File: src/rtl/fp16add_arb.sv
// fp16add_arb: two requesters share one fp16 adder through a round-robin
// arbiter feeding a single result register (one-cycle latency, full
// throughput). Optional per-requester response counters are built only
// when FP16ADD_ARB_STATS_EN is defined.

// fp16add: combinational fp16 adder. Denormal inputs are read as zero,
// tiny results flush to zero, and rounding is toward zero.
module fp16add (
  input  logic [15:0] a,
  input  logic [15:0] b,
  output logic [15:0] y
);

  logic        a_nan, b_nan, a_inf, b_inf;
  logic [14:0] mag_a, mag_b;
  logic        swap, sx, sy;
  logic [4:0]  ex, ey;
  logic [10:0] sigx, sigy;
  logic [42:0] alx, aly;
  logic [43:0] wide, norm;
  logic [5:0]  lead;
  logic [7:0]  etmp;

  // Exact add on a 43-bit aligned grid, so truncating after normalisation
  // is a true round toward zero and needs no guard or sticky bits.
  always_comb begin
    a_nan = (a[14:10] == 5'h1F) && (a[9:0] != '0);
    b_nan = (b[14:10] == 5'h1F) && (b[9:0] != '0);
    a_inf = (a[14:10] == 5'h1F) && (a[9:0] == '0);
    b_inf = (b[14:10] == 5'h1F) && (b[9:0] == '0);
    mag_a = (a[14:10] == '0) ? '0 : a[14:0];
    mag_b = (b[14:10] == '0) ? '0 : b[14:0];
    swap  = mag_b > mag_a;
    sx    = swap ? b[15] : a[15];
    sy    = swap ? a[15] : b[15];
    ex    = swap ? mag_b[14:10] : mag_a[14:10];
    ey    = swap ? mag_a[14:10] : mag_b[14:10];
    sigx  = (ex == '0) ? '0 : {1'b1, (swap ? mag_b[9:0] : mag_a[9:0])};
    sigy  = (ey == '0) ? '0 : {1'b1, (swap ? mag_a[9:0] : mag_b[9:0])};
    alx   = {sigx, 32'b0};
    aly   = {sigy, 32'b0} >> (ex - ey);
    if (sx == sy) wide = {1'b0, alx} + {1'b0, aly};
    else          wide = {1'b0, alx} - {1'b0, aly};
    lead = '0;
    for (int unsigned i = 0; i < 44; i++) begin
      if (wide[i]) lead = 6'(i);
    end
    norm = wide << (6'd43 - lead);
    etmp = {3'b0, ex} + {2'b0, lead};
    if (a_nan || b_nan || (a_inf && b_inf && (a[15] != b[15]))) y = 16'h7E00;
    else if (a_inf)        y = a;
    else if (b_inf)        y = b;
    else if (wide == '0)   y = {a[15] & b[15], 15'b0};
    else if (etmp <= 8'd42) y = {sx, 15'b0};
    else if (etmp >= 8'd73) y = {sx, 15'h7BFF};
    else                   y = {sx, 5'(etmp - 8'd42), norm[42:33]};
  end

endmodule

module fp16add_arb #(
  parameter int unsigned CNT_WIDTH = 16
) (
  input  logic                 i_clk,
  input  logic                 i_rst_n,
  input  logic                 i_req0_vld,
  output logic                 o_req0_rdy,
  input  logic [15:0]          i_req0_a,
  input  logic [15:0]          i_req0_b,
  input  logic                 i_req1_vld,
  output logic                 o_req1_rdy,
  input  logic [15:0]          i_req1_a,
  input  logic [15:0]          i_req1_b,
  output logic                 o_rsp_vld,
  input  logic                 i_rsp_rdy,
  output logic [15:0]          o_rsp_res,
  output logic                 o_rsp_id
`ifdef FP16ADD_ARB_STATS_EN
  ,
  output logic [CNT_WIDTH-1:0] o_cnt0,
  output logic [CNT_WIDTH-1:0] o_cnt1
`endif
);

  typedef enum logic {EMPTY, FULL} state_t;

  state_t      state, state_nxt;
  logic        last_id;
  logic        can_grant, gnt0, gnt1, grant;
  logic [15:0] op_a, op_b, sum;

  fp16add u_add (
    .a (op_a),
    .b (op_b),
    .y (sum)
  );

  // Round-robin grant, operand mux and next state; ready is held low in reset.
  always_comb begin
    state_nxt = state;
    can_grant = i_rst_n & ((state == EMPTY) | i_rsp_rdy);
    gnt0      = can_grant & i_req0_vld & (~i_req1_vld | last_id);
    gnt1      = can_grant & i_req1_vld & (~i_req0_vld | ~last_id);
    grant     = gnt0 | gnt1;
    op_a      = gnt1 ? i_req1_a : i_req0_a;
    op_b      = gnt1 ? i_req1_b : i_req0_b;
    if (grant)                             state_nxt = FULL;
    else if ((state == FULL) && i_rsp_rdy) state_nxt = EMPTY;
  end

  assign o_req0_rdy = gnt0;
  assign o_req1_rdy = gnt1;
  assign o_rsp_vld  = (state == FULL);

  // State register.
  always_ff @(posedge i_clk or negedge i_rst_n) begin
    if (!i_rst_n) state <= EMPTY;
    else          state <= state_nxt;
  end

  // Result register and last-grant pointer load only on a grant.
  always_ff @(posedge i_clk or negedge i_rst_n) begin
    if (!i_rst_n) begin
      o_rsp_res <= '0;
      o_rsp_id  <= 1'b0;
      last_id   <= 1'b1;
    end else if (grant) begin
      o_rsp_res <= sum;
      o_rsp_id  <= gnt1;
      last_id   <= gnt1;
    end
  end

`ifdef FP16ADD_ARB_STATS_EN
  // Count consumed responses per issuing requester, wrapping naturally.
  always_ff @(posedge i_clk or negedge i_rst_n) begin
    if (!i_rst_n) begin
      o_cnt0 <= '0;
      o_cnt1 <= '0;
    end else if (o_rsp_vld && i_rsp_rdy) begin
      if (o_rsp_id) o_cnt1 <= o_cnt1 + CNT_WIDTH'(1);
      else          o_cnt0 <= o_cnt0 + CNT_WIDTH'(1);
    end
  end
`else
  // CNT_WIDTH only sizes the counters; this empty block keeps it referenced.
  if (CNT_WIDTH == 0) begin : g_no_cnt
  end
`endif

endmodule

File: config.mk
export PLATFORM = sky130hd
export DESIGN_NAME = fp16add_arb
export DESIGN_NICKNAME = d
export VERILOG_FILES = /design/src/rtl/fp16add_arb.sv
export SDC_FILE = /design/constraint.sdc
export NUM_CORES = 1
export LEC_CHECK = 0
export ABC_AREA = 1
export CORE_MARGIN = 3
export CORE_UTILIZATION = 54
export DETAILED_ROUTE_END_ITERATION = 16
export GPL_TIMING_DRIVEN = 1
export PLACE_DENSITY = 0.8
export SYNTH_ARGS = -nofsm -noshare
export SYNTH_HDL_FRONTEND = slang
export SYNTH_HIERARCHICAL = 1
export SYNTH_SLANG_ARGS = --single-unit
File: constraint.sdc
create_clock -name i_clk -period 9.1 [get_ports i_clk]
set_input_delay 0.91 -clock i_clk [delete_from_list [all_inputs] [get_ports i_clk]]
set_output_delay 0.91 -clock i_clk [all_outputs]
set_load 0.005 [all_outputs]
==> flow_metrics.env, run 1 <==
export IMPL_worstEpCategory="register data pin"
export IMPL_yosys_most_used_dff="dfrtp_1"
export IMPL_overflow=114
export IMPL_yosysUniqueCellTypes=59
export IMPL_dp_hpwl_mm=24.8
export IMPL_synth_edf_count=0
export IMPL_synth_top_cell_by_area="nand2_1"
export IMPL_fp_dieH_um=131
export IMPL_grt_worst_endpoint="o_rsp_res[3]$_DFFE_PN0P_/D"
export IMPL_avgSynthCellArea_um2=5.08
export IMPL_die_w_um=131
export IMPL_io_buffers=88
export IMPL_synth_top_area_share_pct=28.5
export IMPL_cts_num_sinks=19
export IMPL_hold_buffers=0
export IMPL_io_pins=89
export IMPL_cts_root_buffer="clkbuf_16"
export IMPL_synth_area_mm2=0.00840
export IMPL_postPlaceCellArea_mm2=0.0117
export IMPL_gp_congestion=1.03
export IMPL_clockBufferDepth=2
export IMPL_cts_max_level=1
export IMPL_status="did not finish"
export IMPL_dp_slack_ns=-1.46
export IMPL_async_reset_ff_share_pct=100
export IMPL_syn_nets=1770
export IMPL_row_count=44
export IMPL_start_util_pct=56.5
export IMPL_ys_seq_area_share_pct=5.68
export IMPL_grt_max_degree=60
export IMPL_synth_commonest_cells="637 x nand2_1, 265 x nand3_1, 172 x inv_1"
export IMPL_yosysWarnings=6
export IMPL_syn_inst=1652
export IMPL_grt_use_total_pct=76.2
export IMPL_synth_area_leaders="nand2_1 28%, nand3_1 16%, inv_1 7.7%, ha_1 7.0%, dfrtp_1 5.4%"
export IMPL_failing_step="5_1_grt"
export IMPL_stop_error="[ERROR GRT-0232] Routing congestion too high. Check the congestion heatmap in the GUI."
export IMPL_cts_buffers_inserted=3
export IMPL_ys_seq_elements=19
export IMPL_yosysMostFrequentCell="nand2_1"
## stage by stage
step / setup TNS (ns) / hold slack (ns) / utilization, % / cells
global placement: -14.40 / 0.457 / 78.9 / 2183
detailed placement: -20.34 / 0.467 / 78.9 / 2183
floorplan: -3.68 / 0.465 / - / 1652
CTS: 0 / 0.521 / 86.4 / 2268
## cell families after synthesis
family	after synthesis	synth area share [%]
AO/OA/AOI/OAI	197	13.6
adder cells (fa/ha/maj)	49	7.48
XOR/XNOR	17	1.77
AND/OR/NAND/NOR	1097	57.0
multiplexers	2	0.253
buffers and inverters	271	14.2
flip-flops	19	5.68
## routing by layer
layer,overflow,GRT usage (%)
met1,5,76.3
met2,55,92.9
met3,4,58.9
met4,50,79.6
met5,0,20.9
## what timing repair did
| item | in CTS |
|---|---|
| hold endpoints to repair | 0 |
| pin swaps | 82 |
| endpoints found under the setup margin | 15 |
| cloned | 4 |
| setup buffers | 77 |
| resized for setup | 141 |
==> inputs of run 2 (changes only) <==
- CORE_UTILIZATION: 54 -> 40
- PLACE_DENSITY: 0.8 -> not set
- PLACE_DENSITY_LB_ADDON: not set -> 0.15
- clock period: 9.1 -> 11.8 ns (I/O delays scaled with it)
==> run 2 against run 1 <==
  * The flow now finishes without violations
  * Synthesized area unchanged
  * Synthesized cell count unchanged
==> flow_metrics.env, run 2 <==
export IMPL_grt_use_total_pct=24.7
export IMPL_synth_simple_area_share_pct=57.0
export IMPL_reg2reg_depth=61
export IMPL_io_buffers=88
export IMPL_core_area_mm2=0.0204
export IMPL_largest_reg_flops=16
export IMPL_crit_path_frequent_cell="nand2_1"
export IMPL_finClkSkew_ns=0.00320
export IMPL_async_reset_ff_share_pct=100
export IMPL_yosys_area_share_xor_xnor_pct=1.77
export IMPL_vias=10400
export IMPL_yosys_mux_area_fraction_pct=0.253
export IMPL_wl_per_cell_um=14.6
export IMPL_path_buf_inv=15
export IMPL_synth_edf_count=0
export IMPL_cts_num_sinks=19
export IMPL_final_common_cell="nand2_1"
export IMPL_fill_cells=2303
export IMPL_overflow=0
export IMPL_hold_path_class="flop to flop"
export IMPL_row_count=52
export IMPL_end_kind="flop"
export IMPL_hold_end="o_rsp_id$_DFFE_PN0P_"
export IMPL_relSlewSlack_pct=55.0
export IMPL_start_util_pct=41.1
export IMPL_diodes=0
export IMPL_fin_crit_sh_pct=92.8
export IMPL_ys_seq_area_share_pct=5.68
export IMPL_ant_nets=0
export IMPL_cp_start_kind="input port"
export IMPL_regMostFlops="o_rsp_res"
export IMPL_die_w_um=151
export IMPL_final_setup_tns_ns=0
export IMPL_synth_area_leaders="nand2_1 28%, nand3_1 16%, inv_1 7.7%, ha_1 7.0%, dfrtp_1 5.4%"
export IMPL_r2r_end="o_rsp_res[1]$_DFFE_PN0P_"
export IMPL_synth_compound_area_share_pct=13.6
export IMPL_clk_pin_slew_ns=0.06
export IMPL_first_global_vias=9525
export IMPL_antenna_found_initial=0
export IMPL_finalCriticalPeriod_ns=10.95
export IMPL_synth_top_area_share_pct=28.5
export IMPL_cts_max_level=1
export IMPL_maxSlewViolCount=0
export IMPL_io_pins=89
export IMPL_die_area_mm2=0.0228
export IMPL_nets=1838
export IMPL_finalHoldViolations=0
export IMPL_yosys_most_used_dff="dfrtp_1"
export IMPL_cts_root_buffer="clkbuf_16"
export IMPL_syn_inst=1652
export IMPL_synth_top_family_by_area="simple AND/OR/NAND/NOR gates"
export IMPL_dp_cells=1961
export IMPL_yosysUniqueCellTypes=59
export IMPL_fp_dieH_um=151
export IMPL_drt_iter0_drc=706
export IMPL_fin_cells=1989
export IMPL_dp_hpwl_mm=23.2
export IMPL_synth_commonest_cells="637 x nand2_1, 265 x nand3_1, 172 x inv_1"
export IMPL_crit_path_top_delay_cell="clkdlybuf4s50_1"
export IMPL_yosysMostFrequentCell="nand2_1"
export IMPL_fmax_ghz=0.0913
export IMPL_cts_tree="built"
export IMPL_worst_pin_slew_ns=0.674
export IMPL_final_area_mm2=0.00976
export IMPL_min_from="o_rsp_id$_DFFE_PN0P_"
export IMPL_clock_latency_ns=0.25
export IMPL_holdPathStages=2
export IMPL_synthAdderAreaFrac_pct=7.48
export IMPL_wirelength_mm=29.0
export IMPL_grt_pass1_wl_mm=46.9
export IMPL_grt_max_degree=60
export IMPL_timing_rr_start="last_id$_DFFE_PN1P_"
export IMPL_worst_ep_required_time_ns=11.99
export IMPL_r2r_slack_ns=1.75
export IMPL_synth_area_mm2=0.00840
export IMPL_avgSynthCellArea_um2=5.08
export IMPL_final_cell_mix="631 x nand2_1, 263 x nand3_1, 171 x inv_1"
export IMPL_syn_nets=1770
export IMPL_syn2layout_area_growth_pct=16.3
export IMPL_hold_buffers=0
export IMPL_gp_congestion=0.897
export IMPL_worst_path_max_fanout=16
export IMPL_slowest_delay_ns=0.51
export IMPL_status="complete, no violations"
export IMPL_yosysWarnings=6
export IMPL_synth_top_cell_by_area="nand2_1"
export IMPL_drt_vias_per_instance=5.23
export IMPL_cp_arrival_ns=11.14
export IMPL_clockBufferDepth=2
export IMPL_setup_viol=0
export IMPL_critPathTopFamily="simple AND/OR/NAND/NOR gates"
export IMPL_maxCapViolCount=0
export IMPL_cts_buffers_inserted=3
export IMPL_firstDrtPassIters=5
export IMPL_drc_errors=0
export IMPL_postPlaceCellArea_mm2=0.00935
export IMPL_drive_above_1_share_pct=9.66
export IMPL_ys_seq_elements=19
export IMPL_critPathKind="input port to flop"
run 2: cell counts after synthesis:
No cell type changed its count.
run 2: area by class of cell:
cell class	count	area, um2	share of cell area [%]
Multi-Input combinational cell	1366	6900	70.7
Timing Repair Buffer	130	1200	12.3
Inverter	198	756	7.74
Sequential cell	19	477	4.88
Tap cell	270	338	3.46
Clock buffer	3	75.1	0.769
Timing Repair inverter	2	12.5	0.128
Clock inverter	1	5.00	0.0513
run 2: metrics by stage:
step,setup slack [ns],hold slack [ns],util [%]
after floorplan,1.72,0.457,-
after global placement,0.226,0.461,45.8
after detailed placement,0.0276,0.468,45.8
after CTS,0.278,0.488,46.2
after global routing,-0.0638,0.503,47.8
final,0.849,0.488,47.8
run 2: per-layer routing:
metal  global-route usage, %  vias to the layer above  wire [um]
li1                        -                     5457          -
met1                    35.6                     4603      14000
met2                    41.2                      319      13100
met3                    1.47                       29       1540
met4                    3.76                        0        407
met5                       0                        -          0
run 2: worst register-to-register path, delay by kind of cell, from the launching register on:
kind            cells  cell delay (ns)
compound gates      9             1.62
flops               1             0.56
xor+xnor            1             0.29
buf+inv            14             1.16
simple gates       30             4.32
fa+ha+maj           7             2.05
run 2: cells by family (layout without fill, tap and decap cells):
kind of cell | after synthesis | in the layout
and+or+nand+nor | 1097 | 1101
buffers and inverters | 271 | 334
AOI/OAI and AO/OA | 197 | 197
adders and majority gates | 49 | 49
DFF | 19 | 19
xor gates and xnor gates | 17 | 17
muxes | 2 | 2
run 2: how the worst max path moves through the flow:
stage,depth (start not counted),slack (ns),startpoint,endpoint
2_1_floorplan,78,1.72,i_rsp_rdy,o_rsp_res[9]$_DFFE_PN0P_
3_3_place_gp,78,0.23,i_req0_vld,o_rsp_res[3]$_DFFE_PN0P_
3_5_place_dp,79,0.03,i_req0_vld,o_rsp_res[9]$_DFFE_PN0P_
4_1_cts,80,0.28,i_req0_vld,o_rsp_res[9]$_DFFE_PN0P_
5_1_grt,77,-0.06,i_req0_vld,o_rsp_res[4]$_DFFE_PN0P_
6_report,62,0.85,i_req0_vld,o_rsp_res[1]$_DFFE_PN0P_
run 2: timing repair:
| action | 4_1_cts | 5_1_grt |
|---|---|---|
| setup endpoints to repair | 0 | 15 |
| endpoints found under the hold margin | 0 | 0 |
| setup buffers | 0 | 18 |
| resized for setup | 0 | 40 |
Power of run 2 is not shown: default switching activity piles up to over one toggle a cycle in this logic, so the estimate is an artifact.
